## config.mk

```make
export PLATFORM = sky130hd
export DESIGN_NAME = clkout_div_xilusp_flat
export DESIGN_NICKNAME = d
export VERILOG_FILES = /design/src/rtl/clkout_div_xilusp_if.sv /design/src/rtl/clkout_div_xilusp.sv /design/src/flat_wrapper.sv
export SDC_FILE = /design/constraint.sdc
export NUM_CORES = 1
export LEC_CHECK = 0
export BUFFER_PORTS_ARGS = -buffer_cell sky130_fd_sc_hd__buf_2
export CORE_AREA = 2 2 67 69
export DETAILED_ROUTE_END_ITERATION = 6
export DIE_AREA = 0 0 69 71
export SLEW_MARGIN = 20
export SYNTH_ARGS = -nofsm -noshare
export SYNTH_HDL_FRONTEND = slang
export SYNTH_SLANG_ARGS = --single-unit
```

## constraint.sdc

```tcl
create_clock -name clk_sys -period 3.79 [get_ports clk_sys]
set_input_delay 0.1895 -clock clk_sys [delete_from_list [all_inputs] [get_ports clk_sys]]
set_output_delay 0.1895 -clock clk_sys [all_outputs]
set_load 0.005 [all_outputs]
```

## src/rtl/clkout_div_xilusp_if.sv

```systemverilog
// Control/status bundle for the forwarded-clock divider: enable level, ratio
// handshake, and the status the divider reports back.
interface clkout_div_xilusp_if #(
   parameter int unsigned DIV_W = 8
);
   logic             en_i;
   logic [DIV_W-1:0] div_i;
   logic             div_valid_i;
   logic             div_ready_o;
   logic [DIV_W-1:0] div_active_o;
   logic             running_o;
   logic             clk_div_o;

   // Requester side: drives enable and ratio, observes status.
   modport master (
      output en_i, div_i, div_valid_i,
      input  div_ready_o, div_active_o, running_o, clk_div_o
   );

   // Divider side.
   modport slave (
      input  en_i, div_i, div_valid_i,
      output div_ready_o, div_active_o, running_o, clk_div_o
   );
endinterface

```

## src/rtl/clkout_div_xilusp.sv

```systemverilog
// Fabric clock forwarder: divides clk_sys by a runtime ratio N (>= 2) and drives
// the result off-chip differentially. Ratio changes and disables take effect
// only at period boundaries, so the pins never see runt pulses.
module clkout_div_xilusp #(
   parameter int unsigned DIV_W     = 8,
   parameter int unsigned DIV_RESET = 4
) (
   input  logic                clk_sys,
   input  logic                rst_sys,
   clkout_div_xilusp_if.slave  bus,
   output logic                IO_CLKOUT_P,
   output logic                IO_CLKOUT_N
);

   localparam logic [DIV_W-1:0] DivRst = (DIV_RESET < 2) ? DIV_W'(2) : DIV_W'(DIV_RESET);

   typedef enum logic [1:0] {StIdle, StRun, StStopping} state_e;

   state_e           state_q, state_d;
   logic [DIV_W-1:0] cnt_q, cnt_d;
   logic             clk_q, clk_d;
   logic [DIV_W-1:0] n_act_q, n_act_d;
   logic [DIV_W-1:0] n_pend_q, n_pend_d;
   logic             pend_full_q, pend_full_d;

   logic             wrap;
   logic [DIV_W-1:0] cnt_nxt;
   logic [DIV_W:0]   half;
   logic [DIV_W-1:0] div_clamped;

   // Last count of the period; never true in idle because cnt is 0 and N >= 2.
   assign wrap        = (cnt_q == (n_act_q - DIV_W'(1)));
   assign cnt_nxt     = wrap ? '0 : (cnt_q + DIV_W'(1));
   // High phase is ceil(N/2); one extra bit so N = 2^DIV_W - 1 cannot overflow.
   assign half        = ({1'b0, n_act_q} + {{DIV_W{1'b0}}, 1'b1}) >> 1;
   assign div_clamped = (bus.div_i < DIV_W'(2)) ? DIV_W'(2) : bus.div_i;

   // State register.
   always_ff @(posedge clk_sys or posedge rst_sys) begin
      if (rst_sys) state_q <= StIdle;
      else         state_q <= state_d;
   end

   // Next state: a disable only lands in idle at a wrap edge.
   always_comb begin
      state_d = state_q;
      unique case (state_q)
         StIdle:     if (bus.en_i) state_d = StRun;
         StRun:      if (!bus.en_i) state_d = wrap ? StIdle : StStopping;
         StStopping: begin
            if (bus.en_i)  state_d = StRun;
            else if (wrap) state_d = StIdle;
         end
         default:    state_d = StIdle;
      endcase
   end

   // Counter, divided clock and ratio slot next values.
   always_comb begin
      cnt_d       = cnt_q;
      clk_d       = clk_q;
      n_act_d     = n_act_q;
      n_pend_d    = n_pend_q;
      pend_full_d = pend_full_q;

      if (state_d == StIdle) begin
         cnt_d = '0;
         clk_d = 1'b0;
      end else if (state_q == StIdle) begin
         cnt_d = '0;
         clk_d = 1'b1;
      end else begin
         cnt_d = cnt_nxt;
         clk_d = ({1'b0, cnt_nxt} < half);
      end

      // Apply only from a full slot and capture only into an empty one, so the
      // two can never coincide on one edge.
      if (pend_full_q && ((state_q == StIdle) || wrap)) begin
         n_act_d     = n_pend_q;
         pend_full_d = 1'b0;
      end else if (bus.div_valid_i && !pend_full_q) begin
         n_pend_d    = div_clamped;
         pend_full_d = 1'b1;
      end
   end

   // Datapath registers; reset drops the pins and any queued ratio at once.
   always_ff @(posedge clk_sys or posedge rst_sys) begin
      if (rst_sys) begin
         cnt_q       <= '0;
         clk_q       <= 1'b0;
         n_act_q     <= DivRst;
         n_pend_q    <= DivRst;
         pend_full_q <= 1'b0;
      end else begin
         cnt_q       <= cnt_d;
         clk_q       <= clk_d;
         n_act_q     <= n_act_d;
         n_pend_q    <= n_pend_d;
         pend_full_q <= pend_full_d;
      end
   end

   // Status outputs decoded from registered state.
   always_comb begin
      bus.running_o    = (state_q != StIdle);
      bus.div_ready_o  = !pend_full_q;
      bus.div_active_o = n_act_q;
      bus.clk_div_o    = clk_q;
   end

   // Behavioural stand-in for the OBUFDS pair: pad delay only, no extra flops.
   assign IO_CLKOUT_P = clk_q;
   assign IO_CLKOUT_N = ~clk_q;

endmodule

```

## src/flat_wrapper.sv

```systemverilog
// flat-port wrapper written by rule: the top's interface ports become plain ports
module clkout_div_xilusp_flat 
#(
   parameter int unsigned DIV_W     = 8,
   parameter int unsigned DIV_RESET = 4
)
  (clk_sys, rst_sys, IO_CLKOUT_P, IO_CLKOUT_N, bus_en_i, bus_div_i, bus_div_valid_i, bus_div_ready_o, bus_div_active_o, bus_running_o, bus_clk_div_o);
  clkout_div_xilusp_if #(.DIV_W(DIV_W)) bus_i ();
  input  logic clk_sys;
  input  logic rst_sys;
  output logic IO_CLKOUT_P;
  output logic IO_CLKOUT_N;
  input wire logic [$bits(bus_i.en_i)-1:0] bus_en_i;
  input wire logic [$bits(bus_i.div_i)-1:0] bus_div_i;
  input wire logic [$bits(bus_i.div_valid_i)-1:0] bus_div_valid_i;
  output wire logic [$bits(bus_i.div_ready_o)-1:0] bus_div_ready_o;
  output wire logic [$bits(bus_i.div_active_o)-1:0] bus_div_active_o;
  output wire logic [$bits(bus_i.running_o)-1:0] bus_running_o;
  output wire logic [$bits(bus_i.clk_div_o)-1:0] bus_clk_div_o;
  assign bus_i.en_i = bus_en_i;
  assign bus_i.div_i = bus_div_i;
  assign bus_i.div_valid_i = bus_div_valid_i;
  assign bus_div_ready_o = bus_i.div_ready_o;
  assign bus_div_active_o = bus_i.div_active_o;
  assign bus_running_o = bus_i.running_o;
  assign bus_clk_div_o = bus_i.clk_div_o;
  clkout_div_xilusp #(.DIV_W(DIV_W), .DIV_RESET(DIV_RESET)) u_core (.clk_sys(clk_sys), .rst_sys(rst_sys), .bus(bus_i), .IO_CLKOUT_P(IO_CLKOUT_P), .IO_CLKOUT_N(IO_CLKOUT_N));
endmodule
```

* Word level (Yosys, flattened, before mapping)
Index checks and enable logic that the tools add are counted.
** Cells by class
- Bitwise gates (word level) :: 2
- Order comparisons :: 2
- Muxes and demuxes :: 14
- Add/subtract/negate cells :: 3
- Reduce and logical (&&, ||, !) cells :: 9
- Equality and inequality tests :: 3
** Operator list (count)
- $mux 8 :: 4
- $mux 2 :: 5
- $add 8x1->9 const B :: 1
- $add 8x1->8 const B :: 1
- $eq 8x8->1 :: 1
- $lt 8x2->1 const B :: 1
- $lt 8x8->1 :: 1
- $sub 8x1->8 const B :: 1
- $pmux 2 s3 :: 1
- $logic_not 2->1 :: 2
- $mux 1 :: 4
- $reduce_bool 2->1 :: 2
- $eq 2x1->1 const B :: 1
- $eq 2x2->1 const B :: 1
- $logic_and 1x1->1 :: 2
- $not 1->1 :: 2
- $reduce_and 2->1 :: 1
- $logic_not 1->1 :: 1
- $logic_or 1x1->1 :: 1
** Storage, ports and cells
- Input bits :: 12
- Register bits after elaboration :: 28
- Word-level logic and storage cells :: 39

* Depth between registers and ports, before layout
- Depth in word-level cells :: 7
- Depth in mapped cells :: 15
- Depth with buffers taken out :: 14

* Least setup slack after synthesis
No wires, ideal clock.
- Path kind :: reg-to-reg
- From :: reg u_core.n_act_q[0] (netlist: u_core.bus.div_active_o[0])
- To :: reg u_core.clk_q (netlist: u_core.IO_CLKOUT_P)
- Setup slack :: 0.658 ns
- Arrival :: 3.054 ns
- Data required time :: 3.713 ns
- Setup time :: 0.077 ns
- Buffers on the path :: 1
- Cell stages (with the launch flop) :: 15
- Period minus slack after synthesis :: 3.132 ns
- Cells stage by stage :: dfrtp_1 -> inv_1 -> ha_1 -> or3b_1 -> nor3_1 -> xnor2_1 -> a2111oi_4 -> buf_6 -> nor2_1 -> ha_1 -> a21o_1 -> a21o_1 -> a221oi_1 -> o2bb2ai_1 -> a21oi_1
** On the way
- Word-level cells in the longest chain between the ends :: 7
** RTL lines
- from (decl) :: RTL line clkout_div_xilusp.sv:22 : logic [DIV_W-1:0] n_act_q, n_act_d;
- from (signal assigned) :: RTL line clkout_div_xilusp.sv:93 : n_act_q <= DivRst;
- from (signal assigned) :: RTL line clkout_div_xilusp.sv:99 : n_act_q <= n_act_d;
- branches (longest 6 deep; another with $sub 8x1->8)
- $mux 1 (*) :: RTL line clkout_div_xilusp.sv:66 : if (state_d == StIdle) begin
- named net u_core.clk_d :: RTL line clkout_div_xilusp.sv:21 : logic clk_q, clk_d;
- to (signal assigned) :: RTL line clkout_div_xilusp.sv:98 : clk_q <= clk_d;
- to (decl) :: RTL line clkout_div_xilusp.sv:21
Mark *: on every way through the listed nets, which the timed path passes.
A chain may end at the register's enable or synchronous reset.

* Final worst setup path
Ends and elaborated chain as after synthesis.

==> summary.md <==
| Metric | Value |
|---|---|
| Initial antenna violation count | `0` |
| CTS Buf Count | `3` |
| Period utilisation layout | `89.5%` |
| H-tree levels | `1` |
| Final setup vio count | `0` |
| Placement Cell Area | `1930 um^2` |
| RSZ-0062 raised after global routing | `no` |
| Slew at the pin with the worst max-slew slack | `between 0.7 and 0.8 ns` |
| Vias in the first global route | `1336` |
| Clock Root Buffer | `clkbuf_8` |
| Slew HR | `between 40 and 50%` |
| Avg WL per Cell | `between 10 and 15 um` |
| Postcts setup bufs | `0` |
| Failing checks | `negative hold slack` |
| Pwr/cell area | `between 600 and 700 nW/um^2` |
| First DRT Iteration DRCs | `18` |
| Input/output buffers | `24` |
| Die X | `between 60 and 70 um` |
| Detail Placement HPWL | `about 2.6 mm` |
| Cell variety after synth | `42` |
| Seq/Total Area, Yosys | `38.8%` |
| Clk_lat worst skew | `~0.28 ns` |
| # DRC | `0` |
| IO Pins | `25` |
| Worst R2R Start | `u_core.bus.div_active_o[0]` |
| Worst reg2reg path depth | `13` |
| Crit path from | `u_core.bus.div_active_o[0]` |
| Cell Count, Final, Fillers Out | `246` |
| Max-Cap Viols | `0` |
| Synth top cells by count | `26 x dfrtp_1, 23 x nor2_1, 12 x xor2_1` |
| Crit path max fanout | `7` |
| Storage element area | `703 um^2` |
| Top cells by area, synth | `dfrtp_1 36%, ha_1 6.9%, mux2_4 5.8%` |
| RePlAce Congestion | `0.782` |
| Post-synth top flop | `dfrtp_1` |
| Die ar. | `4900 um^2` |
| Layout area overhead | `9.88%` |
| GRT overflow | `0` |
| Fin nets | `217` |
| DR vias/cell | `5.12` |
| Status | `finished with violations` |
| ANT nets after route | `0` |
| Mean Syn Cell Area | `10.3 um^2` |
| Cts-stage hold buffer count | `0` |
| Fin area | `1990 um^2` |
| Hold crit path type | `input port to async pin` |
| TritonRoute pass-1 iters | `4` |
| #FFs+latches synth | `28` |
| Async SR Flop Fraction | `100%` |
| Top cell type's share of synthesized area | `35.9%` |
| Final WL | `around 3.3 mm` |
| Critical path capture point type | `register` |
| Cells after Synth | `~180` |
| Cell taking the most area after synthesis | `dfrtp_1` |
| Final hold slack | `-0.0370 ns` |
| Filler Cells Inserted | `slightly above 400` |
| Crit path kind | `register to register` |
| Global-route wire length before repair | `5.88 mm` |
| FP Rows | `24` |
| Cell area after synthesis | `1810 um^2` |
| Layout Utilization | `47.3%` |
| Post-synth net total | `198` |
| Worst-path clk slew | `0.10 ns` |
| Leak | `around 0.93 nW` |
| VDD IR max | `approximately 0.00033 V` |
| WP data arrival | `approximately 3.6 ns` |
| Antenna Cells | `0` |
| Layout cell share with drive strength beyond 1 | `27.3%` |
| Initial Util | `between 40 and 50%` |
| Dpl ws | `0.434 ns` |
| Final TNS setup | `0 ns` |
| Crit path launch type | `register` |
| Top-count cell post-synth | `dfrtp_1` |
| Clock Sinks | `28` |
| Overall Global Routing Usage | `14.6%` |
| Core area | `4200 um^2` |
| Skew final | `0.00372 ns` |
| Post-synth EDFFs | `0` |
| Post-cts gate resize count | `0` |
| CTS tree | `yes` |
| DP Cell Count | `about 240` |
| Final Slew Violations | `0` |
| Area occupied by multi-input gates | `1000 um^2` |
| Largest net degree at the start of global routing | `29` |
| Final worst setup slack | `between 0.3 and 0.4 ns` |
| Final Hold Fails | `26` |
| Min Clock Period, post-route | `3.39 ns` |
| Achievable Freq | `between 0.2 and 0.3 GHz` |
| Crit path required time | `4.00 ns` |
| CTS max path bufs | `2` |
| Die height | `between 70 and 80 um` |
| Ys Warns | `0` |
| Tot Pwr | `1.36 mW` |
| Via count | `~1300` |
[logic make-up (layout without fill, tap and decap cells)]
group | count (synthesis) | after routing | share of synthesized area, %
adder cells (fa/ha/maj) | 10 | 10 | 6.91
XOR/XNOR | 22 | 22 | 10.6
flip-flops | 28 | 28 | 38.8
multiplexers | 14 | 14 | 10.1
AND/OR/NAND/NOR | 61 | 61 | 17.1
AO/OA/AOI/OAI | 20 | 20 | 10.6
buffers and inverters | 21 | 39 | 5.87
[layout make-up]
class / instances / share of cell area, %
Tap cell: 52 / 3.27
Inverter: 10 / 1.89
Clock buffer: 4 / 2.77
Timing Repair Buffer: 25 / 6.42
Multi-Input combinational cell: 127 / 50.3
Sequential cell: 28 / 35.3
[worst max-delay path: stages, from the launching register on]
cell and delay, ns:
dfrtp_1 0.46, inv_1 0.12, ha_1 0.22, or3b_1 0.38, nor3_1 0.19, xnor2_1 0.13
a2111oi_4 0.49, nor2_1 0.12, ha_1 0.31, a21o_1 0.16, a21o_1 0.18, a221oi_1 0.31
o2bb2ai_1 0.13, a21oi_1 0.13
[state kept, by name, indices dropped and copies added (netlist names)]
signal,count
u_core.IO_CLKOUT_P,1
u_core.bus.div_active_o,8
u_core.cnt_q,8
u_core.n_pend_q,8
u_core.pend_full_q,1
u_core.state_q,2
[routing by layer]
layer,global-route usage (%),up-vias,part of all wire [%]
met2,26.9,18,51
li1,-,634,-
met4,3.92,0,1.1
met3,1.85,5,2.4
met1,17.9,603,45
met5,0,-,0
[worst paths after layout]
kind	end	slack (ns)
max in group asynchronous	u_core.cnt_q[4]	3.44
setup / recovery	u_core.IO_CLKOUT_P	0.40
min in group clk_sys	u_core.state_q[1]	0.07
hold / removal	u_core.n_pend_q[7]	-0.04
hold reg to reg	u_core.bus.div_active_o[6]	0.52
setup reg to reg	u_core.IO_CLKOUT_P	0.40
[placed cells by master, fill, tap and decap left out, types with 2 or more instances in the layout]
master,n
nand2_1,5
a21oi_1,3
mux2_2,6
a21o_1,3
nor3_1,6
o21ai_0,3
inv_1,9
a22oi_1,2
nor2b_1,2
xnor2_1,10
xor2_1,12
nand3_1,9
mux2_4,7
dfrtp_1,26
clkbuf_8,4
nor2_1,23
nand2b_1,3
a2111oi_4,2
nand4_1,3
buf_2,24
ha_1,10
dfstp_2,2
[where the power goes]
part	switching [mW]	internal, mW
Clock	0.0963	0.0931
Combinational	0.274	0.333
Sequential	0.155	0.405
(Power assumes the default switching activity.)
